[config.mk]
export PLATFORM = sky130hd
export DESIGN_NAME = rpn_stack_calculator_flat
export DESIGN_NICKNAME = d
export VERILOG_FILES = /design/src/rtl/rpn_stack_calculator_if.sv /design/src/rtl/rpn_stack_calculator.sv /design/src/flat_wrapper.sv
export SDC_FILE = /design/constraint.sdc
export NUM_CORES = 1
export LEC_CHECK = 0
export ABC_AREA = 1
export CORE_UTILIZATION = 61
export DETAILED_ROUTE_END_ITERATION = 10
export GPL_TIMING_DRIVEN = 0
export PLACE_DENSITY = 0.83
export SYNTH_ARGS = -nofsm -noshare
export SYNTH_HDL_FRONTEND = slang
export SYNTH_SLANG_ARGS = --single-unit
[constraint.sdc]
create_clock -name clk -period 2.4 [get_ports clk]
set_input_delay 0.24 -clock clk [delete_from_list [all_inputs] [get_ports clk]]
set_output_delay 0.24 -clock clk [all_outputs]
set_load 0.02 [all_outputs]
[src/rtl/rpn_stack_calculator_if.sv]
// Command channel for the RPN stack calculator.
// Carries cmd_valid/cmd_ready handshake, cmd_op and cmd_data.
interface rpn_stack_calculator_if #(
  parameter int DATA_WIDTH = 8
);
  logic                  cmd_valid;
  logic                  cmd_ready;
  logic [2:0]            cmd_op;
  logic [DATA_WIDTH-1:0] cmd_data;

  modport master (
    output cmd_valid,
    output cmd_op,
    output cmd_data,
    input  cmd_ready
  );

  modport slave (
    input  cmd_valid,
    input  cmd_op,
    input  cmd_data,
    output cmd_ready
  );
endinterface

[src/rtl/rpn_stack_calculator.sv]
// RPN stack calculator: PUSH/ADD/SUB/AND/OR/XOR/DUP/CLEAR on a LIFO.
// Ports: clk, rst_n, cmd (if slave), top, depth, done, carry, err_*.
module rpn_stack_calculator #(
  parameter int DATA_WIDTH  = 8,
  parameter int STACK_DEPTH = 16
) (
  input  logic                           clk,
  input  logic                           rst_n,
  rpn_stack_calculator_if.slave          cmd,
  output logic [DATA_WIDTH-1:0]          top,
  output logic [$clog2(STACK_DEPTH):0]   depth,
  output logic                           done,
  output logic                           carry,
  output logic                           err_underflow,
  output logic                           err_overflow
);

  localparam int AW = $clog2(STACK_DEPTH);

  localparam logic [2:0] OP_PUSH  = 3'b000;
  localparam logic [2:0] OP_ADD   = 3'b001;
  localparam logic [2:0] OP_SUB   = 3'b010;
  localparam logic [2:0] OP_AND   = 3'b011;
  localparam logic [2:0] OP_OR    = 3'b100;
  localparam logic [2:0] OP_XOR   = 3'b101;
  localparam logic [2:0] OP_DUP   = 3'b110;
  localparam logic [2:0] OP_CLEAR = 3'b111;

  localparam logic [AW:0]   SP_ONE  = (AW+1)'(1);
  localparam logic [AW:0]   SP_TWO  = (AW+1)'(2);
  localparam logic [AW:0]   SP_FULL = (AW+1)'(STACK_DEPTH);
  localparam logic [AW-1:0] IDX_ONE = AW'(1);

  typedef enum logic [2:0] {
    IDLE,
    POP_B,
    POP_A,
    EXEC,
    WRITE
  } state_t;

  state_t                state_q;
  state_t                state_d;

  logic [DATA_WIDTH-1:0] mem [STACK_DEPTH];
  logic [AW:0]           sp_q;
  logic [AW-1:0]         rd_idx;
  logic [DATA_WIDTH-1:0] rd_data;

  logic [2:0]            op_q;
  logic [DATA_WIDTH-1:0] a_q;
  logic [DATA_WIDTH-1:0] b_q;
  logic [DATA_WIDTH-1:0] r_q;
  logic                  done_q;

  logic                  accept;
  logic                  empty;
  logic                  full;
  logic                  is_unf;
  logic                  is_ovf;
  logic                  is_clr;

  logic [DATA_WIDTH:0]   sum;
  logic [DATA_WIDTH-1:0] alu_r;
  logic                  alu_c;

  // sp points at the next free slot; top lives one below it.
  assign rd_idx  = sp_q[AW-1:0] - IDX_ONE;
  assign rd_data = mem[rd_idx];
  assign empty   = (sp_q == '0);
  assign full    = (sp_q == SP_FULL);

  assign cmd.cmd_ready = (state_q == IDLE);
  assign accept        = cmd.cmd_valid && (state_q == IDLE);

  assign top   = empty ? '0 : rd_data;
  assign depth = sp_q;
  // Error/CLEAR completions stay in IDLE, so they use a registered pulse.
  assign done  = (state_q == WRITE) || done_q;

  assign sum = {1'b0, a_q} + {1'b0, b_q};

  always_comb begin
    alu_r = b_q;
    alu_c = carry;
    case (op_q)
      OP_ADD: begin
        alu_r = sum[DATA_WIDTH-1:0];
        alu_c = sum[DATA_WIDTH];
      end
      OP_SUB: begin
        alu_r = a_q - b_q;
        alu_c = (a_q < b_q);
      end
      OP_AND: alu_r = a_q & b_q;
      OP_OR:  alu_r = a_q | b_q;
      OP_XOR: alu_r = a_q ^ b_q;
      default: begin
        alu_r = b_q;
        alu_c = carry;
      end
    endcase
  end

  always_comb begin
    state_d = state_q;
    is_unf  = 1'b0;
    is_ovf  = 1'b0;
    is_clr  = 1'b0;
    case (state_q)
      IDLE: begin
        if (accept) begin
          case (cmd.cmd_op)
            OP_PUSH: begin
              if (full) is_ovf  = 1'b1;
              else      state_d = WRITE;
            end
            OP_DUP: begin
              if (empty)     is_unf  = 1'b1;
              else if (full) is_ovf  = 1'b1;
              else           state_d = POP_B;
            end
            OP_CLEAR: is_clr = 1'b1;
            default: begin
              if (sp_q < SP_TWO) is_unf  = 1'b1;
              else               state_d = POP_B;
            end
          endcase
        end
      end
      POP_B:   state_d = (op_q == OP_DUP) ? WRITE : POP_A;
      POP_A:   state_d = EXEC;
      EXEC:    state_d = WRITE;
      WRITE:   state_d = IDLE;
      default: state_d = IDLE;
    endcase
  end

  always_ff @(posedge clk or negedge rst_n) begin
    if (!rst_n) begin
      state_q       <= IDLE;
      sp_q          <= '0;
      op_q          <= OP_PUSH;
      a_q           <= '0;
      b_q           <= '0;
      r_q           <= '0;
      done_q        <= 1'b0;
      carry         <= 1'b0;
      err_underflow <= 1'b0;
      err_overflow  <= 1'b0;
    end else begin
      state_q <= state_d;
      done_q  <= is_unf || is_ovf || is_clr;
      if (accept) begin
        op_q <= cmd.cmd_op;
        r_q  <= cmd.cmd_data;
      end
      if (is_unf) err_underflow <= 1'b1;
      if (is_ovf) err_overflow  <= 1'b1;
      if (is_clr) begin
        sp_q          <= '0;
        carry         <= 1'b0;
        err_underflow <= 1'b0;
        err_overflow  <= 1'b0;
      end
      case (state_q)
        POP_B: begin
          b_q <= rd_data;
          // DUP peeks only; the copy is pushed back in WRITE.
          if (op_q == OP_DUP) r_q  <= rd_data;
          else                sp_q <= sp_q - SP_ONE;
        end
        POP_A: begin
          a_q  <= rd_data;
          sp_q <= sp_q - SP_ONE;
        end
        EXEC: begin
          r_q   <= alu_r;
          carry <= alu_c;
        end
        WRITE: sp_q <= sp_q + SP_ONE;
        default: ;
      endcase
    end
  end

  // Storage has no reset; depth=0 makes stale entries unreachable.
  always_ff @(posedge clk) begin
    if (state_q == WRITE) mem[sp_q[AW-1:0]] <= r_q;
  end

endmodule

[src/flat_wrapper.sv]
// flat-port wrapper written by rule: the top's interface ports become plain ports
module rpn_stack_calculator_flat 
#(
  parameter int DATA_WIDTH  = 8,
  parameter int STACK_DEPTH = 16
)
  (clk, rst_n, top, depth, done, carry, err_underflow, err_overflow, cmd_cmd_valid, cmd_cmd_op, cmd_cmd_data, cmd_cmd_ready);
  rpn_stack_calculator_if #(.DATA_WIDTH(DATA_WIDTH)) cmd_i ();
  input  logic clk;
  input  logic rst_n;
  output logic [DATA_WIDTH-1:0] top;
  output logic [$clog2(STACK_DEPTH):0] depth;
  output logic done;
  output logic carry;
  output logic err_underflow;
  output logic err_overflow;
  input wire logic [$bits(cmd_i.cmd_valid)-1:0] cmd_cmd_valid;
  input wire logic [$bits(cmd_i.cmd_op)-1:0] cmd_cmd_op;
  input wire logic [$bits(cmd_i.cmd_data)-1:0] cmd_cmd_data;
  output wire logic [$bits(cmd_i.cmd_ready)-1:0] cmd_cmd_ready;
  assign cmd_i.cmd_valid = cmd_cmd_valid;
  assign cmd_i.cmd_op = cmd_cmd_op;
  assign cmd_i.cmd_data = cmd_cmd_data;
  assign cmd_cmd_ready = cmd_i.cmd_ready;
  rpn_stack_calculator #(.DATA_WIDTH(DATA_WIDTH), .STACK_DEPTH(STACK_DEPTH)) u_core (.clk(clk), .rst_n(rst_n), .cmd(cmd_i), .top(top), .depth(depth), .done(done), .carry(carry), .err_underflow(err_underflow), .err_overflow(err_overflow));
endmodule
==> results.cfg <==
[timing]
fin_crit_ps = 2916
relSlewSlack_pct = 36.59
drv_slew = 0
finalHoldViolCount = 0
finalSetupViolCount = 9
hold_ws_ps = 449.9
rsz0062_at_grt = true
period_share_pct = 121.5
fmax_mhz = 343.0
worstMarginPinSlew_ps = 947.6
skew_ps = 7.167
setup_slack_ps = -515.6

[clocking]
cts_tree = done
cts_buffer_depth = 2
cts_htree_levels = 4
cts_sinks = 167
root_buffer = clkbuf_16
path_clk_slew_ps = 60
cts_made_buffers = 17
clk_latency_ps = 430

[synthesis]
synth_xor_area_share_pct = 0.8717
yosysUniqueCellTypes = 36
synth_fp_nets = 961
synth_edf_count = 128
synth_top_family_by_area = simple AND/OR/NAND/NOR gates
synth_mux_area_share_pct = 0
ys_async_sr_fraction_pct = 23.35
synthesis.area_mm2 = 0.008468
synth_flop_cell = edfxtp_1
seq_area_frac_synth_pct = 56.91
synthSimpleGateAreaFrac_pct = 21.20
syn_inst = 915
synth-compound-area-share_pct = 9.678
synthAdderAreaFrac_pct = 4.905
synth-seq-cells = 167
avgSynthCellArea_um2 = 9.255
ys_warn_count = 0

[worst_setup_path]
path_delay_family = buffers and inverters
worstPathArrival_ps = 2680
reg2reg_depth = 16
required_ps = 2160
reg2reg_from = u_core.depth[0]$_DFF_PN0_
path_cells = inv_4 > buf_6 > buf_12 > ha_4 > buf_12 > buf_8 > o21ai_1 > o211ai_1 > nand3_2 > nand2_2 > inv_2 > nor2_4 > buf_6
r2r_slack_ps = -30
end_kind = output port
critical_path_class = flop to output port
r2r_end = u_core.r_q[0]$_DFF_PN0_
crit_path_start_kind = flop
cp_num_buf_inv = 7
cp_slowest_cell = dfrtp_2
max_stage_delay_ps = 440
path_max_fanout = 8

[finish]
finalNonFillerCells = 1179
utilization_pct = 75.50
layout-drive-gt1-share_pct = 15.55
syn_to_final_growth_pct = 19.47
nets = 1036
mostFrequentLayoutCell = nand2_1
insertedDiodeCount = 0
layout_common_cells = nand2_1, edfxtp_1, nor2_1
final_area_mm2 = 0.01012

[grt]
grt_util_all_layers_pct = 34.57
grt_pass1_vias = 6938
antenna_found_initial = 0
gr-total-overflow = 0
grt_start_max_net_pins = 40
grt_pass1_wl_mm = 36.51

[hold_path]
min_to = u_core.op_q[2]$_DFFE_PN0P_
hp-class = input pin to flop
whs_path_depth = 3
min_from = cmd_cmd_op[2]

[die]
io_pins = 32
start_util_pct = 63.19
die_area_mm2 = 0.01436
coreArea_mm2 = 0.01340
rows = 42
die_w_um = 119.8
die_h_um = 119.8

[run_status]
violations = negative setup slack
status = complete, but fails checks

[place]
hpwl_mm = 14.59
portBuffers = 31
place.gp.congestion = 0.9671
dp_cells = 1123
post_dp_cell_area_mm2 = 0.009060

[drt]
drt_pass1_iterations = 6
drc = 0
drt-initial-drc-count = 1131
antenna_left = 0
wl_per_cell_um = 20.60
num_vias = 7177
viasPerCell = 6.087
routed_wl_mm = 24.29

[flow_run]
cap_viol_max_count = 0
==> cell families (layout without fill, tap and decap cells) <==
| group | count (synthesis) | count (layout) |
|---|---|---|
| adders and majority gates | 32 | 32 |
| buffers and inverters | 130 | 218 |
| AOI/OAI and AO/OA | 147 | 147 |
| xor gates and xnor gates | 5 | 5 |
| and+or+nand+nor | 434 | 434 |
| DFF | 167 | 167 |
==> state kept, by name, indices dropped and copies added (netlist names) <==
signal	cells
u_core.mem	128
u_core.a_q	8
u_core.b_q	8
u_core.r_q	8
u_core.depth	5
u_core.op_q	3
u_core.state_q	3
u_core.carry	1
u_core.done_q	1
u_core.err_overflow	1
u_core.err_underflow	1
==> metal layers <==
metal  GRT usage, %  vias up  share of wire (%)
met4          19.06        0                4.1
met5              0        -                  0
met3          7.557      103                 10
met1          41.77     3336                 36
li1               -     3214                  -
met2          57.73      524                 49
==> through the flow <==
stage          TNS [ps]  setup WS (ps)
6_report          -3700         -515.6
5_1_grt           -4444         -569.2
4_1_cts           -2979         -393.5
3_5_place_dp     -16650          -1044
3_3_place_gp     -15420          -1019
2_1_floorplan         0          27.12
==> final cells by class <==
type                    count  area [um2]
well taps                 176       220.2
repair buffers             56       554.3
clock buffers              19       432.9
plain buffers              31       266.5
clock inverters            13       85.08
inverters                  99       384.1
fillers                   842        3283
flip-flops and latches    167        4821
multi-input cells         618        3353
==> repair_timing <==
| item | 4_1_cts | 5_1_grt |
|---|---|---|
| cloned | 2 | 0 |
| hold endpoints to repair | 39 | 0 |
| endpoints found under the setup margin | 91 | 31 |
| buffers inserted | 18 | 4 |
| gates resized for setup | 98 | 57 |
| hold buffers | 1 | 0 |
| pin swaps | 27 | 35 |
==> synth_stat cells (2+ instances only) <==
library cell    n  area [um2]
nand2_1       191       716.9
nor2_1        142       533.0
edfxtp_1      128        3844
inv_1          94       352.8
o21ai_0        78       390.4
nand3_1        77       385.4
dfrtp_1        39       975.9
ha_1           30       375.4
o211ai_1       23       172.7
a21oi_1        18       90.09
o21ai_1        17       85.08
buf_2          12       60.06
clkbuf_1       10       37.54
buf_4           7       52.55
nand4_1         7       43.79
nor3_1          5       25.02
o22ai_1         5       31.28
inv_2           4       15.01
nor2_2          3       18.77
xor2_2          3       48.80
buf_6           2       22.52
fa_1            2       40.04
nor2_4          2       22.52
o21bai_1        2       15.01
o221ai_1        2       17.52
or2_2           2       12.51
==> worst min-delay path, stage by stage <==
cell             delay (ps)
clkdlybuf4s50_1         430
inv_1                    80
o21ai_0                  80
==> how the worst max path moves through the flow <==
| stage | start | endpoint | slack, ps | depth (start not counted) |
|---|---|---|---|---|
| 4_1_cts | u_core.depth[0]$_DFF_PN0_ | top[3] | -390 | 15 |
| 2_1_floorplan | u_core.depth[0]$_DFF_PN0_ | top[1] | 30 | 13 |
| 5_1_grt | u_core.depth[0]$_DFF_PN0_ | top[4] | -570 | 13 |
| 3_5_place_dp | u_core.depth[0]$_DFF_PN0_ | top[2] | -1040 | 12 |
| 6_report | u_core.depth[0]$_DFF_PN0_ | top[4] | -520 | 13 |
| 3_3_place_gp | u_core.depth[0]$_DFF_PN0_ | top[2] | -1020 | 12 |
Power is not shown: default switching activity piles up to over one toggle a cycle in this logic, so the estimate is an artifact.
